### config.mk
export PLATFORM = sky130hd
export DESIGN_NAME = systolic_matmul_mkn
export DESIGN_NICKNAME = d
export VERILOG_FILES = /design/src/rtl/systolic_matmul_mkn.sv
export SDC_FILE = /design/constraint.sdc
export NUM_CORES = 2
export LEC_CHECK = 0
export BUFFER_PORTS_ARGS = -buffer_cell sky130_fd_sc_hd__buf_2
export CAP_MARGIN = 20
export CELL_PAD_IN_SITES_DETAIL_PLACEMENT = 0
export CELL_PAD_IN_SITES_GLOBAL_PLACEMENT = 1
export CORE_MARGIN = 4
export CORE_UTILIZATION = 50
export CTS_BUF_LIST = sky130_fd_sc_hd__clkbuf_2
export DETAILED_ROUTE_END_ITERATION = 16
export PLACE_DENSITY = 0.95
export SLEW_MARGIN = 20
export SYNTH_ARGS = -nofsm -noshare
export SYNTH_HDL_FRONTEND = slang
export SYNTH_SLANG_ARGS = --single-unit
### constraint.sdc
create_clock -name clock -period 13.35 [get_ports clock]
set_input_delay 2.67 -clock clock [delete_from_list [all_inputs] [get_ports clock]]
set_output_delay 2.67 -clock clock [all_outputs]
set_load 0.01 [all_outputs]
### src/rtl/systolic_matmul_mkn.sv
// systolic_matmul_mkn: output-stationary MxN systolic array computing C = A*B or C += A*B
// with skewed operand feed, signed/unsigned saturating MACs and a valid/ready result handshake.
module systolic_matmul_mkn #(
  parameter int WIDTHX = 4,
  parameter int WIDTH  = 16,
  parameter int M      = 4,
  parameter int K      = 4,
  parameter int N      = 4
) (
  input  logic              clock,
  input  logic              nreset,
  input  logic              valid_i,
  output logic              ready_o,
  input  logic              signed_i,
  input  logic              acc_i,
  input  logic [WIDTHX-1:0] a_input [M-1:0][K-1:0],
  input  logic [WIDTHX-1:0] b_input [K-1:0][N-1:0],
  output logic              valid_o,
  input  logic              ready_i,
  output logic [WIDTH-1:0]  output_produc_a_b [M-1:0][N-1:0],
  output logic              ovf_o
);
  localparam int S  = M + N + K - 2;
  localparam int SW = $clog2(S + 1);
  localparam int PW = 2 * WIDTHX;
  typedef enum logic [1:0] {IDLE, COMPUTE, DONE} state_t;
  state_t            r_state;
  logic              r_sg;
  logic [SW-1:0]     r_step;
  logic [WIDTHX-1:0] r_a_cap [M-1:0][K-1:0];
  logic [WIDTHX-1:0] r_b_cap [K-1:0][N-1:0];
  logic [WIDTHX-1:0] r_a [M-1:0][N-1:0];
  logic [WIDTHX-1:0] r_b [M-1:0][N-1:0];
  logic [WIDTH-1:0]  r_c [M-1:0][N-1:0];
  logic [WIDTHX-1:0] w_a_inj [M-1:0];
  logic [WIDTHX-1:0] w_b_inj [N-1:0];
  logic [WIDTHX-1:0] w_a_in [M-1:0][N-1:0];
  logic [WIDTHX-1:0] w_b_in [M-1:0][N-1:0];
  logic [WIDTH-1:0]  w_nxt [M-1:0][N-1:0];
  logic [M*N-1:0]    w_ov;
  // Edge injection: row i sees a[i][k] at step i+k, column j sees b[k][j] at step j+k.
  always_comb begin
    for (int m = 0; m < M; m++) begin
      w_a_inj[m] = '0;
      for (int k = 0; k < K; k++) if (int'(r_step) == m + k) w_a_inj[m] = r_a_cap[m][k];
    end
    for (int n = 0; n < N; n++) begin
      w_b_inj[n] = '0;
      for (int k = 0; k < K; k++) if (int'(r_step) == n + k) w_b_inj[n] = r_b_cap[k][n];
    end
  end
  for (genvar i = 0; i < M; i++) begin : g_row
    for (genvar j = 0; j < N; j++) begin : g_col
      logic [PW-1:0] w_p;
      logic [WIDTH:0] w_sum;
      logic w_o;
      if (j == 0) begin : g_al
        assign w_a_in[i][j] = w_a_inj[i];
      end else begin : g_ar
        assign w_a_in[i][j] = r_a[i][j-1];
      end
      if (i == 0) begin : g_bt
        assign w_b_in[i][j] = w_b_inj[j];
      end else begin : g_bd
        assign w_b_in[i][j] = r_b[i-1][j];
      end
      assign w_p = {{WIDTHX{r_sg & w_a_in[i][j][WIDTHX-1]}}, w_a_in[i][j]} *
                   {{WIDTHX{r_sg & w_b_in[i][j][WIDTHX-1]}}, w_b_in[i][j]};
      // One guard bit above the accumulator exposes both signed and unsigned overflow.
      assign w_sum = {{(WIDTH+1-PW){r_sg & w_p[PW-1]}}, w_p} + {r_sg & r_c[i][j][WIDTH-1], r_c[i][j]};
      assign w_o = r_sg ? w_sum[WIDTH] ^ w_sum[WIDTH-1] : w_sum[WIDTH];
      assign w_ov[i*N+j] = w_o;
      assign w_nxt[i][j] = !w_o ? w_sum[WIDTH-1:0] :
                           r_sg ? {w_sum[WIDTH], {(WIDTH-1){~w_sum[WIDTH]}}} : '1;
      assign output_produc_a_b[i][j] = r_c[i][j];
    end
  end
  always_ff @(posedge clock or negedge nreset) begin
    if (!nreset) begin
      r_state <= IDLE;
      ready_o <= 1'b1;
      valid_o <= 1'b0;
      ovf_o   <= 1'b0;
      r_sg    <= 1'b0;
      r_step  <= '0;
      r_a_cap <= '{default: '0};
      r_b_cap <= '{default: '0};
      r_a     <= '{default: '0};
      r_b     <= '{default: '0};
      r_c     <= '{default: '0};
    end else begin
      case (r_state)
        IDLE: if (valid_i) begin
          r_a_cap <= a_input;
          r_b_cap <= b_input;
          r_sg    <= signed_i;
          r_step  <= '0;
          ready_o <= 1'b0;
          r_state <= COMPUTE;
          r_a     <= '{default: '0};
          r_b     <= '{default: '0};
          if (!acc_i) begin
            r_c   <= '{default: '0};
            ovf_o <= 1'b0;
          end
        end
        COMPUTE: begin
          r_a    <= w_a_in;
          r_b    <= w_b_in;
          r_c    <= w_nxt;
          ovf_o  <= ovf_o | (|w_ov);
          r_step <= r_step + SW'(1);
          if (r_step == SW'(S - 1)) begin
            r_state <= DONE;
            valid_o <= 1'b1;
          end
        end
        DONE: if (ready_i) begin
          valid_o <= 1'b0;
          ready_o <= 1'b1;
          r_state <= IDLE;
        end
        default: r_state <= IDLE;
      endcase
    end
  end
endmodule

==> flow_summary.json <==
{
  "status": "finished clean",
  "worstSetupStartpoint": "r_step[2]$_DFFE_PN0P_",
  "ant_nets": 0,
  "finalSetupViolCount": 0,
  "synth_ff_type": "dfrtp_1",
  "regToRegEndpoint": "ovf_o$_DFFE_PN0P_",
  "cts.path.max_buffers": 3,
  "syn_to_final_growth_pct": 10.5,
  "grt_pass1_wl_um": 191000,
  "top_level_ports": 393,
  "synthAdderAreaFrac_pct": 21.7,
  "crit_fanout": 23,
  "slew_headroom_pct": 25.3,
  "max_freq_mhz": 108,
  "r2r_setup_slack_ps": 4080,
  "finalWirelength_um": 117000,
  "rsz0062_at_grt": "no",
  "cts_tree": "built",
  "avgRoutedWirePerCell_um": 17.1,
  "numCtsBuffers": 150,
  "final_core_util_pct": 55.7,
  "synth_area_per_cell_um2": 8.23,
  "die_h_um": 301,
  "cts_sinks": 490,
  "rr_worst_depth": 25,
  "ys.warnings.count": 0,
  "synth_edf_count": 0,
  "hold_viol": 0,
  "dpl.cell_count": 6590,
  "final_area_um2": 47300,
  "clock_latency_ps": 1450,
  "ctsHoldBuffers": 0,
  "ys_types": 91,
  "root_buffer": "clkbuf_2",
  "grt_antenna_before_repair": 4,
  "drt_iter0_drc": 2211,
  "endpoint_kind": "flip-flop",
  "power-per-cell-area_nw_per_um2": 272,
  "grtUsageTotal_pct": 25.9,
  "grt_util_met1_pct": 32.9,
  "cts_resized": 0,
  "r2r-start": "r_step[2]$_DFFE_PN0P_",
  "place_congestion": 0.874,
  "drv_cap": 0,
  "crit_type": "reg -> reg",
  "use_met2_pct": 44.7,
  "min_path_type": "reg -> reg",
  "use_met3_pct": 4.65,
  "initial_core_util_pct": 50.4,
  "grt_pass1_vias": 37000,
  "gr-total-overflow": 0,
  "synth_compound_area_share_pct": 15.2,
  "num_rows": 107,
  "cts_setup_buffers": 0,
  "grt_busiest_layer": "met2",
  "synth_mux_area_share_pct": 0.155,
  "leakagePower_uw": 0.0237,
  "via_per_inst": 5.42,
  "pre_cts_slack_ps": 4170,
  "async_flop_share_pct": 100,
  "arrival_ps": 10430,
  "core_area_um2": 85000,
  "synth_xor_area_share_pct": 7.64,
  "start_kind": "flip-flop",
  "crit_path_end": "ovf_o$_DFFE_PN0P_",
  "drt-pass1-iter-count": 6,
  "worst_ir_drop_vdd_uv": 144,
  "dp_hpwl_um": 86700,
  "post-route-period-util_pct": 69.5,
  "ys_ff_latch": 490,
  "drive_above_1_share_pct": 13.4,
  "period_minus_slack_ps": 9270,
  "fin_cells": 6853,
  "syn_inst": 5205,
  "fin_setup_tns_ps": 0,
  "required_ps": 14500,
  "slew_viol_final": 0,
  "fin_skew_ps": 161,
  "hp-start": "r_a_cap[30]$_DFFE_PN0P_",
  "grt_start_max_net_pins": 161,
  "place_area_um2": 45900,
  "setup_slack_ps": 4080,
  "path_clk_slew_ps": 100,
  "io_buffers": 392,
  "dr_total_vias": 37200,
  "synthSimpleGateAreaFrac_pct": 21.1,
  "tightestPinTransition_ps": 1120,
  "netlist_area_um2": 42800,
  "yosysSeqAreaShare_pct": 28.6,
  "die_w_um": 301,
  "die-area_um2": 90400,
  "htree_num_levels": 4,
  "drc": 0,
  "final_nets": 6351,
  "synth_top_family_by_area": "adder cells",
  "syn_nets": 5957
}
[sequential cells by signal, indices dropped and copies added, names as in the netlist, 2 cells and up]
signal	flops
r_state	2
r_b_cap	64
r_a	48
output_produc_a_b	256
r_b	48
r_step	4
r_a_cap	64
[power breakdown]
group	internal (uW)	total, uW	switching [uW]	leakage (uW)
logic	3430	8500	5070	0.0166
registers	2270	3140	865	0.00603
clock network	505	1250	749	0.00103
total	6200	12900	6690	0.0237
[per-layer routing]
layer	wire (um)	part of all wire, %	up-vias
met5	0	0	-
met2	57300	49	952
met3	6390	5.4	217
met4	3670	3.1	0
li1	-	-	18200
met1	49900	43	17800
[layout make-up]
cell class | instances | area [um2]
Sequential cell | 490 | 12300
Fill cell | 7979 | 37700
Multi-Input combinational cell | 4108 | 28300
Antenna cell | 2 | 5.00
Inverter | 414 | 1560
Clock inverter | 57 | 393
Clock buffer | 203 | 1020
Tap cell | 1144 | 1430
Timing Repair Buffer | 435 | 2350
[kinds of logic (layout without fill, tap and decap cells)]
logic type | count (synthesis) | after routing
adder cells (fa/ha/maj) | 618 | 618
multiplexers | 6 | 6
AO/OA/AOI/OAI | 1083 | 1083
flip-flops | 490 | 490
buffers and inverters | 607 | 1109
AND/OR/NAND/NOR | 2041 | 2041
XOR/XNOR | 360 | 360
other | 0 | 2
[critical path: stages (launching register included)]
cell	delay, ps
dfrtp_1	660
or2_1	520
nor3b_1	760
a22oi_1	150
a31oi_1	620
nand3_1	250
fa_1	540
fa_1	500
fa_1	480
inv_1	60
fa_1	410
a21o_1	180
a21oi_1	180
xnor2_1	200
xnor2_1	140
ha_1	190
or3_1	400
o21ai_0	520
a21oi_1	150
a211oi_2	310
xnor2_2	190
xor2_1	290
nor3b_1	290
nand4_1	340
nor4b_1	550
a31oi_1	140
[layout by cell type, fill, tap and decap left out, types with 12 or more instances in the layout]
master,netlist,layout
xnor2_1,255,254
a21o_1,94,94
buf_4,4,39
clkinv_1,0,30
o21ai_0,435,435
a31o_2,13,13
o211ai_1,20,20
clkbuf_2,0,203
inv_1,411,410
clkinv_2,1,12
nand3_1,94,94
and2_1,172,172
ha_1,410,410
o21a_1,47,47
a21boi_0,16,16
a211oi_1,16,16
fa_1,208,208
o31ai_1,21,18
nand2b_1,44,43
a22o_1,21,21
nor2_1,354,352
or2_2,47,46
or3_1,28,28
o21ai_1,32,32
xor2_1,96,96
nor2b_1,55,55
nor4_1,12,12
nand4_1,14,14
a22oi_1,16,16
o21bai_1,17,16
nand2_1,1088,1088
a31oi_1,28,23
buf_2,22,391
a21oi_1,234,234
nor3_1,57,57
dfrtp_1,489,488
and3_1,42,42
[Yosys cell counts, types with 17 or more instances]
cell | count | area (um2)
a21o_1 | 94 | 706
a21oi_1 | 234 | 1170
a22o_1 | 21 | 184
a31oi_1 | 28 | 175
and2_1 | 172 | 1080
and3_1 | 42 | 263
buf_2 | 22 | 110
clkbuf_1 | 146 | 548
dfrtp_1 | 489 | 12200
fa_1 | 208 | 4160
ha_1 | 410 | 5130
inv_1 | 411 | 1540
nand2_1 | 1088 | 4080
nand2b_1 | 44 | 275
nand3_1 | 94 | 470
nor2_1 | 354 | 1330
nor2b_1 | 55 | 344
nor3_1 | 57 | 285
o211ai_1 | 20 | 150
o21a_1 | 47 | 353
o21ai_0 | 435 | 2180
o21ai_1 | 32 | 160
o21bai_1 | 17 | 128
o31ai_1 | 21 | 158
or2_2 | 47 | 294
or3_1 | 28 | 175
xnor2_1 | 255 | 2230
xor2_1 | 96 | 841
[worst min-delay path by stage]
stage	end	cells past startpoint
after CTS	r_b_cap[38]$_DFFE_PN0P_	2
after global placement	r_a_cap[23]$_DFFE_PN0P_	2
after global routing	r_b_cap[29]$_DFFE_PN0P_	2
after detailed placement	r_b_cap[33]$_DFFE_PN0P_	2
final	r_a_cap[30]$_DFFE_PN0P_	2
after floorplan	r_b_cap[39]$_DFFE_PN0P_	2
[stage by stage]
stage	power, uW	hold slack (ps)
2_1_floorplan	9160	437
3_3_place_gp	11400	460
3_5_place_dp	11700	464
4_1_cts	13000	489
5_1_grt	14300	502
6_report	12900	488
Note: power is estimated with default switching activity, not from simulation.
